<file path="src/rtl/fios_mm_seq_if.sv">
// Operand-load / start / result-read bus of fios_mm_seq.
// The master drives operands and start; the slave (multiplier) returns status and result words.
interface fios_mm_seq_if #(
   parameter int W = 17,
   parameter int S = 8
);
   localparam int AW = $clog2(S + 1);

   logic          start_i;
   logic          busy_o;
   logic          done_o;
   logic          wr_en_i;
   logic [1:0]    wr_sel_i;
   logic [AW-1:0] wr_addr_i;
   logic [W-1:0]  wr_data_i;
   logic [W-1:0]  p_prime_0_i;
   logic [AW-1:0] rd_addr_i;
   logic [W-1:0]  rd_data_o;

   modport master (
      output start_i, wr_en_i, wr_sel_i, wr_addr_i, wr_data_i, p_prime_0_i, rd_addr_i,
      input  busy_o, done_o, rd_data_o
   );

   modport slave (
      input  start_i, wr_en_i, wr_sel_i, wr_addr_i, wr_data_i, p_prime_0_i, rd_addr_i,
      output busy_o, done_o, rd_data_o
   );
endinterface

</file>
<file path="src/rtl/fios_mm_seq.sv">
// Word-serial Montgomery FIOS multiplier: a*b*R^-1 mod p with R = 2^(W*S), one word per cycle.
// Define FIOS_MM_FINAL_SUB_EN to add the final conditional subtraction (result < p instead of < 2p).
module fios_mm_seq #(
   parameter int W = 17,
   parameter int S = 8
) (
   input  logic         clock_i,
   input  logic         reset_i,
   fios_mm_seq_if.slave bus
);
   localparam int AW = $clog2(S + 1);
   localparam int IW = (S > 1) ? $clog2(S) : 1;
   localparam int CW = W + 2;
   localparam int UW = 2 * W + 2;
   localparam logic [AW-1:0] S_A    = AW'(S);
   localparam logic [AW-1:0] LAST_A = AW'(S - 1);

   typedef enum logic [2:0] {
      ST_IDLE,
      ST_MCOMP,
      ST_INNER,
      ST_TOP,
      ST_DONE
`ifdef FIOS_MM_FINAL_SUB_EN
      , ST_SUB
`endif
   } state_t;

   state_t        r_state;
   logic          r_busy;
   logic          r_done;
   logic [AW-1:0] r_i;
   logic [AW-1:0] r_j;
   logic [CW-1:0] r_c;
   logic [W-1:0]  r_m;
   logic [W-1:0]  r_pp;
   logic [W-1:0]  r_rd;
   logic [W-1:0]  r_t [S+1];
   logic [W-1:0]  r_a [S];
   logic [W-1:0]  r_b [S];
   logic [W-1:0]  r_p [S];

   logic          w_wr_ok;
   logic [IW-1:0] w_wr_idx;
   logic [IW-1:0] w_i_idx;
   logic [IW-1:0] w_j_idx;
   logic [W-1:0]  w_aj;
   logic [W-1:0]  w_bi;
   logic [W-1:0]  w_pj;
   logic [W-1:0]  w_tj;
   logic [W-1:0]  w_m;
   logic [UW-1:0] w_mp;
   logic [UW-1:0] w_cin;
   logic [UW-1:0] w_u;
   logic [W:0]    w_top;

   // Operand writes only land while the sequencer is idle; addresses >= S and select 3 are dropped.
   assign w_wr_ok  = bus.wr_en_i && (r_state == ST_IDLE) && (bus.wr_addr_i < S_A);
   assign w_wr_idx = bus.wr_addr_i[IW-1:0];

   // NOTE: operand storage has no reset so it maps onto plain RAM; contents survive a reset on purpose.
   always_ff @(posedge clock_i) begin
      if (w_wr_ok) begin
         case (bus.wr_sel_i)
            2'd0:    r_a[w_wr_idx] <= bus.wr_data_i;
            2'd1:    r_b[w_wr_idx] <= bus.wr_data_i;
            2'd2:    r_p[w_wr_idx] <= bus.wr_data_i;
            default: ;
         endcase
      end
   end

   assign w_i_idx = r_i[IW-1:0];
   assign w_j_idx = r_j[IW-1:0];
   assign w_aj    = r_a[w_j_idx];
   assign w_bi    = r_b[w_i_idx];
   assign w_pj    = r_p[w_j_idx];
   assign w_tj    = r_t[r_j];

   // NOTE: every always_comb output is given a default first so no path can infer a latch.
   always_comb begin
      w_mp  = '0;
      w_cin = '0;
      if (r_state == ST_INNER) begin
         w_mp  = UW'(r_m) * UW'(w_pj);
         w_cin = UW'(r_c);
      end
   end

   // One MAC serves both MCOMP (j is 0, m and carry terms gated off) and INNER.
   assign w_u   = UW'(w_tj) + UW'(w_aj) * UW'(w_bi) + w_mp + w_cin;
   assign w_m   = w_u[W-1:0] * r_pp;
   assign w_top = (W + 1)'(r_t[S]) + (W + 1)'(r_c);

`ifdef FIOS_MM_FINAL_SUB_EN
   logic          r_borrow;
   logic          r_flag;
   logic [W-1:0]  r_d [S+1];
   logic [W-1:0]  w_pk;
   logic [W:0]    w_diff;

   // d = t - p over S+1 words; p has no word S.
   assign w_pk   = (r_j < S_A) ? w_pj : '0;
   assign w_diff = {1'b0, w_tj} - {1'b0, w_pk} - {{W{1'b0}}, r_borrow};

   always_ff @(posedge clock_i) begin
      if (r_state == ST_SUB) r_d[r_j] <= w_diff[W-1:0];
   end
`endif

   // NOTE: sequential state uses non-blocking assignments so every register sees pre-edge values.
   always_ff @(posedge clock_i or posedge reset_i) begin
      if (reset_i) begin
         r_state <= ST_IDLE;
         r_busy  <= 1'b0;
         r_done  <= 1'b0;
         r_i     <= '0;
         r_j     <= '0;
         r_c     <= '0;
         r_m     <= '0;
         r_pp    <= '0;
         for (int k = 0; k <= S; k++) r_t[k] <= '0;
`ifdef FIOS_MM_FINAL_SUB_EN
         r_borrow <= 1'b0;
         r_flag   <= 1'b0;
`endif
      end else begin
         r_done <= 1'b0;
         case (r_state)
            ST_IDLE: begin
               r_busy <= 1'b0;
               if (bus.start_i) begin
                  for (int k = 0; k <= S; k++) r_t[k] <= '0;
                  r_i     <= '0;
                  r_j     <= '0;
                  r_c     <= '0;
                  r_pp    <= bus.p_prime_0_i;
`ifdef FIOS_MM_FINAL_SUB_EN
                  r_flag  <= 1'b0;
`endif
                  r_state <= ST_MCOMP;
               end
            end
            ST_MCOMP: begin
               r_busy  <= 1'b1;
               r_m     <= w_m;
               r_j     <= '0;
               r_c     <= '0;
               r_state <= ST_INNER;
            end
            ST_INNER: begin
               r_busy <= 1'b1;
               if (r_j != '0) r_t[r_j - 1'b1] <= w_u[W-1:0];
               r_c <= w_u[W +: CW];
               if (r_j == LAST_A) begin
                  r_j     <= '0;
                  r_state <= ST_TOP;
               end else begin
                  r_j <= r_j + 1'b1;
               end
            end
            ST_TOP: begin
               r_busy   <= 1'b1;
               r_t[S-1] <= w_top[W-1:0];
               r_t[S]   <= {{(W - 1){1'b0}}, w_top[W]};
               r_i      <= r_i + 1'b1;
               if (r_i == LAST_A) begin
`ifdef FIOS_MM_FINAL_SUB_EN
                  r_borrow <= 1'b0;
                  r_state  <= ST_SUB;
`else
                  r_state  <= ST_DONE;
`endif
               end else begin
                  r_state <= ST_MCOMP;
               end
            end
`ifdef FIOS_MM_FINAL_SUB_EN
            ST_SUB: begin
               r_busy   <= 1'b1;
               r_borrow <= w_diff[W];
               if (r_j == S_A) begin
                  r_flag  <= ~w_diff[W];
                  r_state <= ST_DONE;
               end else begin
                  r_j <= r_j + 1'b1;
               end
            end
`endif
            ST_DONE: begin
               r_done  <= 1'b1;
               r_busy  <= 1'b0;
               r_state <= ST_IDLE;
            end
            default: r_state <= ST_IDLE;
         endcase
      end
   end

   always_ff @(posedge clock_i or posedge reset_i) begin
      if (reset_i) begin
         r_rd <= '0;
      end else if (bus.rd_addr_i < S_A) begin
`ifdef FIOS_MM_FINAL_SUB_EN
         r_rd <= r_flag ? r_d[bus.rd_addr_i] : r_t[bus.rd_addr_i];
`else
         r_rd <= r_t[bus.rd_addr_i];
`endif
      end else begin
         r_rd <= '0;
      end
   end

   assign bus.busy_o    = r_busy;
   assign bus.done_o    = r_done;
   assign bus.rd_data_o = r_rd;
endmodule

</file>
<file path="src/flat_wrapper.sv">
// flat-port wrapper written by rule: the top's interface ports become plain ports
module fios_mm_seq_flat 
#(
   parameter int W = 17,
   parameter int S = 8
)
  (clock_i, reset_i, bus_start_i, bus_wr_en_i, bus_wr_sel_i, bus_wr_addr_i, bus_wr_data_i, bus_p_prime_0_i, bus_rd_addr_i, bus_busy_o, bus_done_o, bus_rd_data_o);
  fios_mm_seq_if #(.W(W), .S(S)) bus_i ();
  input  logic clock_i;
  input  logic reset_i;
  input wire logic [$bits(bus_i.start_i)-1:0] bus_start_i;
  input wire logic [$bits(bus_i.wr_en_i)-1:0] bus_wr_en_i;
  input wire logic [$bits(bus_i.wr_sel_i)-1:0] bus_wr_sel_i;
  input wire logic [$bits(bus_i.wr_addr_i)-1:0] bus_wr_addr_i;
  input wire logic [$bits(bus_i.wr_data_i)-1:0] bus_wr_data_i;
  input wire logic [$bits(bus_i.p_prime_0_i)-1:0] bus_p_prime_0_i;
  input wire logic [$bits(bus_i.rd_addr_i)-1:0] bus_rd_addr_i;
  output wire logic [$bits(bus_i.busy_o)-1:0] bus_busy_o;
  output wire logic [$bits(bus_i.done_o)-1:0] bus_done_o;
  output wire logic [$bits(bus_i.rd_data_o)-1:0] bus_rd_data_o;
  assign bus_i.start_i = bus_start_i;
  assign bus_i.wr_en_i = bus_wr_en_i;
  assign bus_i.wr_sel_i = bus_wr_sel_i;
  assign bus_i.wr_addr_i = bus_wr_addr_i;
  assign bus_i.wr_data_i = bus_wr_data_i;
  assign bus_i.p_prime_0_i = bus_p_prime_0_i;
  assign bus_i.rd_addr_i = bus_rd_addr_i;
  assign bus_busy_o = bus_i.busy_o;
  assign bus_done_o = bus_i.done_o;
  assign bus_rd_data_o = bus_i.rd_data_o;
  fios_mm_seq #(.W(W), .S(S)) u_core (.clock_i(clock_i), .reset_i(reset_i), .bus(bus_i));
endmodule
</file>
<file path="config.mk">
export PLATFORM = sky130hd
export DESIGN_NAME = fios_mm_seq_flat
export DESIGN_NICKNAME = d
export VERILOG_FILES = /design/src/rtl/fios_mm_seq_if.sv /design/src/rtl/fios_mm_seq.sv /design/src/flat_wrapper.sv
export SDC_FILE = /design/constraint.sdc
export NUM_CORES = 2
export LEC_CHECK = 0
export CELL_PAD_IN_SITES_DETAIL_PLACEMENT = 0
export CELL_PAD_IN_SITES_GLOBAL_PLACEMENT = 1
export CORE_AREA = 2 2 330 332
export CTS_CLUSTER_DIAMETER = 40
export DETAILED_ROUTE_END_ITERATION = 8
export DIE_AREA = 0 0 332 334
export PLACE_DENSITY_LB_ADDON = 0.12
export SYNTH_ARGS = -nofsm -noshare
export SYNTH_HDL_FRONTEND = slang
export SYNTH_SLANG_ARGS = --single-unit
</file>
<file path="constraint.sdc">
create_clock -name clock_i -period 27.5 [get_ports clock_i]
set_input_delay 2.75 -clock clock_i [delete_from_list [all_inputs] [get_ports clock_i]]
set_output_delay 2.75 -clock clock_i [all_outputs]
set_load 0.01 [all_outputs]
</file>
==> impl_metrics.py <==
metrics = {
    "die": {
        "core_mm2": 0.108,
        "start_util_pct": 49.4,
        "io_pins": 67,
        "std_cell_rows": 121,
        "dieWidth_um": 332,
        "dieHeight_um": 334,
        "die_area_mm2": 0.111,
    },
    "sta": {
        "skew_ps": 35.2,
        "fin_tns_setup_ps": 0,
        "period_share_pct": 54.2,
        "rsz0062_at_grt": "no",
        "maxSlewViolCount": 0,
        "holdWs_ps": 504,
        "finalSetupViolCount": 0,
        "tightest_slew_ps": 1330,
        "fmax_mhz": 67.0,
        "maxSlewHeadroom_pct": 11.1,
        "period_needed_ps": 14920,
        "hold_viol_final": 0,
    },
    "layout": {
        "syn_to_final_growth_pct": 10.7,
        "diodes": 0,
        "fin_area_mm2": 0.0590,
        "num-fill-cells": 9469,
        "drive_gt1_share_pct": 11.3,
        "fin_cells": 6229,
        "fin_nets": 5711,
    },
    "worst_setup_path": {
        "cp.required_ps": 28010,
        "crit_fanout": 41,
        "startpoint_type": "register",
        "crit_path_max_incr_delay_ps": 750,
        "cp.arrival_ps": 15420,
        "crit_type": "register to register",
        "path_common_cell": "fa_1",
        "slowest_stage": "dfrtp_4",
        "cp-end-kind": "register",
    },
    "yosys": {
        "yosysSeqAreaShare_pct": 34.1,
        "synth.largest_area_cell": "edfxtp_1",
        "synthTopCellsByArea": "edfxtp_1 (23%), fa_1 (22%), dfrtp_1 (11%), ha_1 (8.1%), mux4_2 (7.2%)",
        "yosysWarnings": 0,
        "synth_edf_count": 408,
        "netlist_area_mm2": 0.0532,
        "ys_ff_latch": 644,
        "synth_cells": 4685,
        "async_reset_ff_share_pct": 36.6,
        "syn-num-nets": 5659,
        "synth_ff_type": "edfxtp_1",
        "ys_types": 75,
        "yosysTopAreaCellShare_pct": 23.0,
        "syn_avg_cell_area_um2": 11.4,
    },
    "run_status": {
        "status": "finished clean",
    },
    "global_routing": {
        "antenna_found_initial": 8,
        "grt_pass1_vias": 36700,
        "grt_pass1_wl_um": 224000,
        "track_usage_pct": 26.8,
        "grt_max_degree": 119,
        "grt_overflow": 0,
    },
    "place": {
        "place_hpwl_um": 107000,
        "placed_area_mm2": 0.0557,
        "port_buffers": 66,
        "placed_cells": 6054,
        "globalplace.congestion": 0.896,
    },
    "pwr": {
        "peakVddDrop_v": 0.0000508,
        "power_leakage_uw": 0.0250,
        "powerDensity_mw_per_mm2": 38.9,
    },
    "clocking": {
        "ctsRootBufferMaster": "clkbuf_16",
        "clkTransAtPathRegs_ps": 50,
        "cts_hold_buf": 0,
        "numCtsBuffers": 95,
        "clock_latency_ps": 680,
        "cts_tree": "done",
        "cts_sinks": 644,
        "post-cts-setup-buffer-count": 0,
        "htree_num_levels": 3,
        "cts_buffer_depth": 3,
        "cts_resized": 0,
    },
    "routing": {
        "drt_iter0_drc": 2389,
        "drt-total-wl_um": 145000,
        "antenna_left": 0,
        "first_pass_iters": 6,
        "num_vias": 35000,
        "wl_per_cell_um": 23.3,
        "drc": 0,
        "via_per_inst": 5.62,
    },
    "run": {
        "drv_cap": 0,
    },
    "min_path": {
        "hold_class": "register to register",
    },
}
critical path, delay by kind of cell, from the launching register on:
family	cells	cell delay [ps]
simple gates	5	900
compound gates	3	890
mux	2	860
buf+inv	9	1610
fa+ha+maj	15	7140
flops	1	750
xor+xnor	11	2490
metal layers:
| metal | GRT usage, % | share of wire [%] | up-vias |
|---|---|---|---|
| met5 | 0 | 0.023 | - |
| met4 | 5.25 | 1.6 | 6 |
| met3 | 5.80 | 7.3 | 167 |
| met2 | 42.7 | 47 | 1028 |
| met1 | 38.0 | 44 | 18100 |
| li1 | - | - | 15700 |
Yosys cell counts (15+ instances only):
library cell	number
and2_1	162
fa_1	581
mux2i_1	81
nor3_1	16
xnor2_1	71
inv_1	720
nand3_1	32
or2_2	19
nand2_1	537
mux2_2	63
a21o_1	50
ha_1	345
dfrtp_1	236
a211oi_1	15
xor2_1	41
a21oi_1	108
nor2_1	279
nand2b_1	48
nor2b_1	88
o21ai_0	142
buf_1	28
a22o_1	84
mux4_2	170
clkbuf_1	175
edfxtp_1	408
cell type report:
type	instances	area (um^2)	area share, %
Tap cell	1414	1770	3.00
Inverter	720	2710	4.60
Clock buffer	110	2480	4.21
Sequential cell	644	18200	30.8
Multi-Input combinational cell	3115	31700	53.8
Timing Repair Buffer	161	1370	2.32
Clock inverter	65	744	1.26
layout by cell type, fill, tap and decap left out, types with 13 or more instances in the layout:
cell type	netlist	routed
a211oi_1	15	15
a21o_1	50	50
a21oi_1	108	108
a22o_1	84	84
and2_1	162	162
buf_4	0	95
clkbuf_16	0	95
clkdlybuf4s50_1	0	65
clkinv_2	0	13
dfrtp_1	236	232
edfxtp_1	408	408
fa_1	581	581
ha_1	345	345
inv_1	720	719
inv_6	0	14
mux2_2	63	63
mux2i_1	81	73
mux4_2	170	170
nand2_1	537	537
nand2b_1	48	48
nand3_1	32	32
nor2_1	279	269
nor2b_1	88	88
nor3_1	16	16
o21a_1	13	13
o21ai_0	142	142
or2_2	19	19
xnor2_1	71	69
xor2_1	41	41
sequential cells by signal, summed over array words and instances (netlist names):
| signal | flops |
|---|---|
| u_core.r_t | 153 |
| u_core.r_a | 136 |
| u_core.r_b | 136 |
| u_core.r_p | 136 |
| u_core.r_c | 19 |
| u_core.bus.rd_data_o | 17 |
| u_core.r_m | 17 |
| u_core.r_pp | 17 |
| u_core.r_i | 4 |
| u_core.r_j | 4 |
| u_core.r_state | 3 |
| u_core.bus.busy_o | 1 |
| u_core.bus.done_o | 1 |
logic make-up after synthesis:
group                    after synthesis  share of synthesized area, %
AND/OR/NAND/NOR                     1241                          10.8
buffers and inverters                926                          6.54
adder cells (fa/ha/maj)              926                          30.0
flip-flops                           644                          34.1
AO/OA/AOI/OAI                        515                          6.45
multiplexers                         314                          10.0
XOR/XNOR                             119                          2.14
per-stage QoR:
| stage | worst slack [ps] | util, % | power [uW] |
|---|---|---|---|
| floorplan | 13500 | - | 1070 |
| detailed placement | 12550 | 51.7 | 1100 |
| CTS | 12510 | 54.7 | 2320 |
| global placement | 12710 | 51.7 | 1100 |
| global route | 11870 | 54.7 | 2360 |
| finish | 12580 | 54.7 | 2300 |
path summary, 6_finish.rpt:
kind	startpoint	end	slack, ps	cells after the start
max	u_core.r_j[1]	u_core.r_m[16]	12580	45
min	u_core.r_t[133]	u_core.r_t[133]	500	2
max reg2reg	u_core.r_j[1]	u_core.r_m[16]	12580	45
min reg2reg	u_core.r_t[133]	u_core.r_t[133]	500	2
max in group asynchronous	reset_i	u_core.r_m[15]	23280	3
min in group asynchronous	reset_i	u_core.bus.rd_data_o[14]	2640	2
report_power, final:
group,total (uW),internal [uW],switching [uW]
Clock,1220,743,475
Sequential,1030,1030,0.548
Combinational,42.8,14.9,27.9
Total,2300,1790,503
Note: power is estimated with default switching activity, not from simulation.
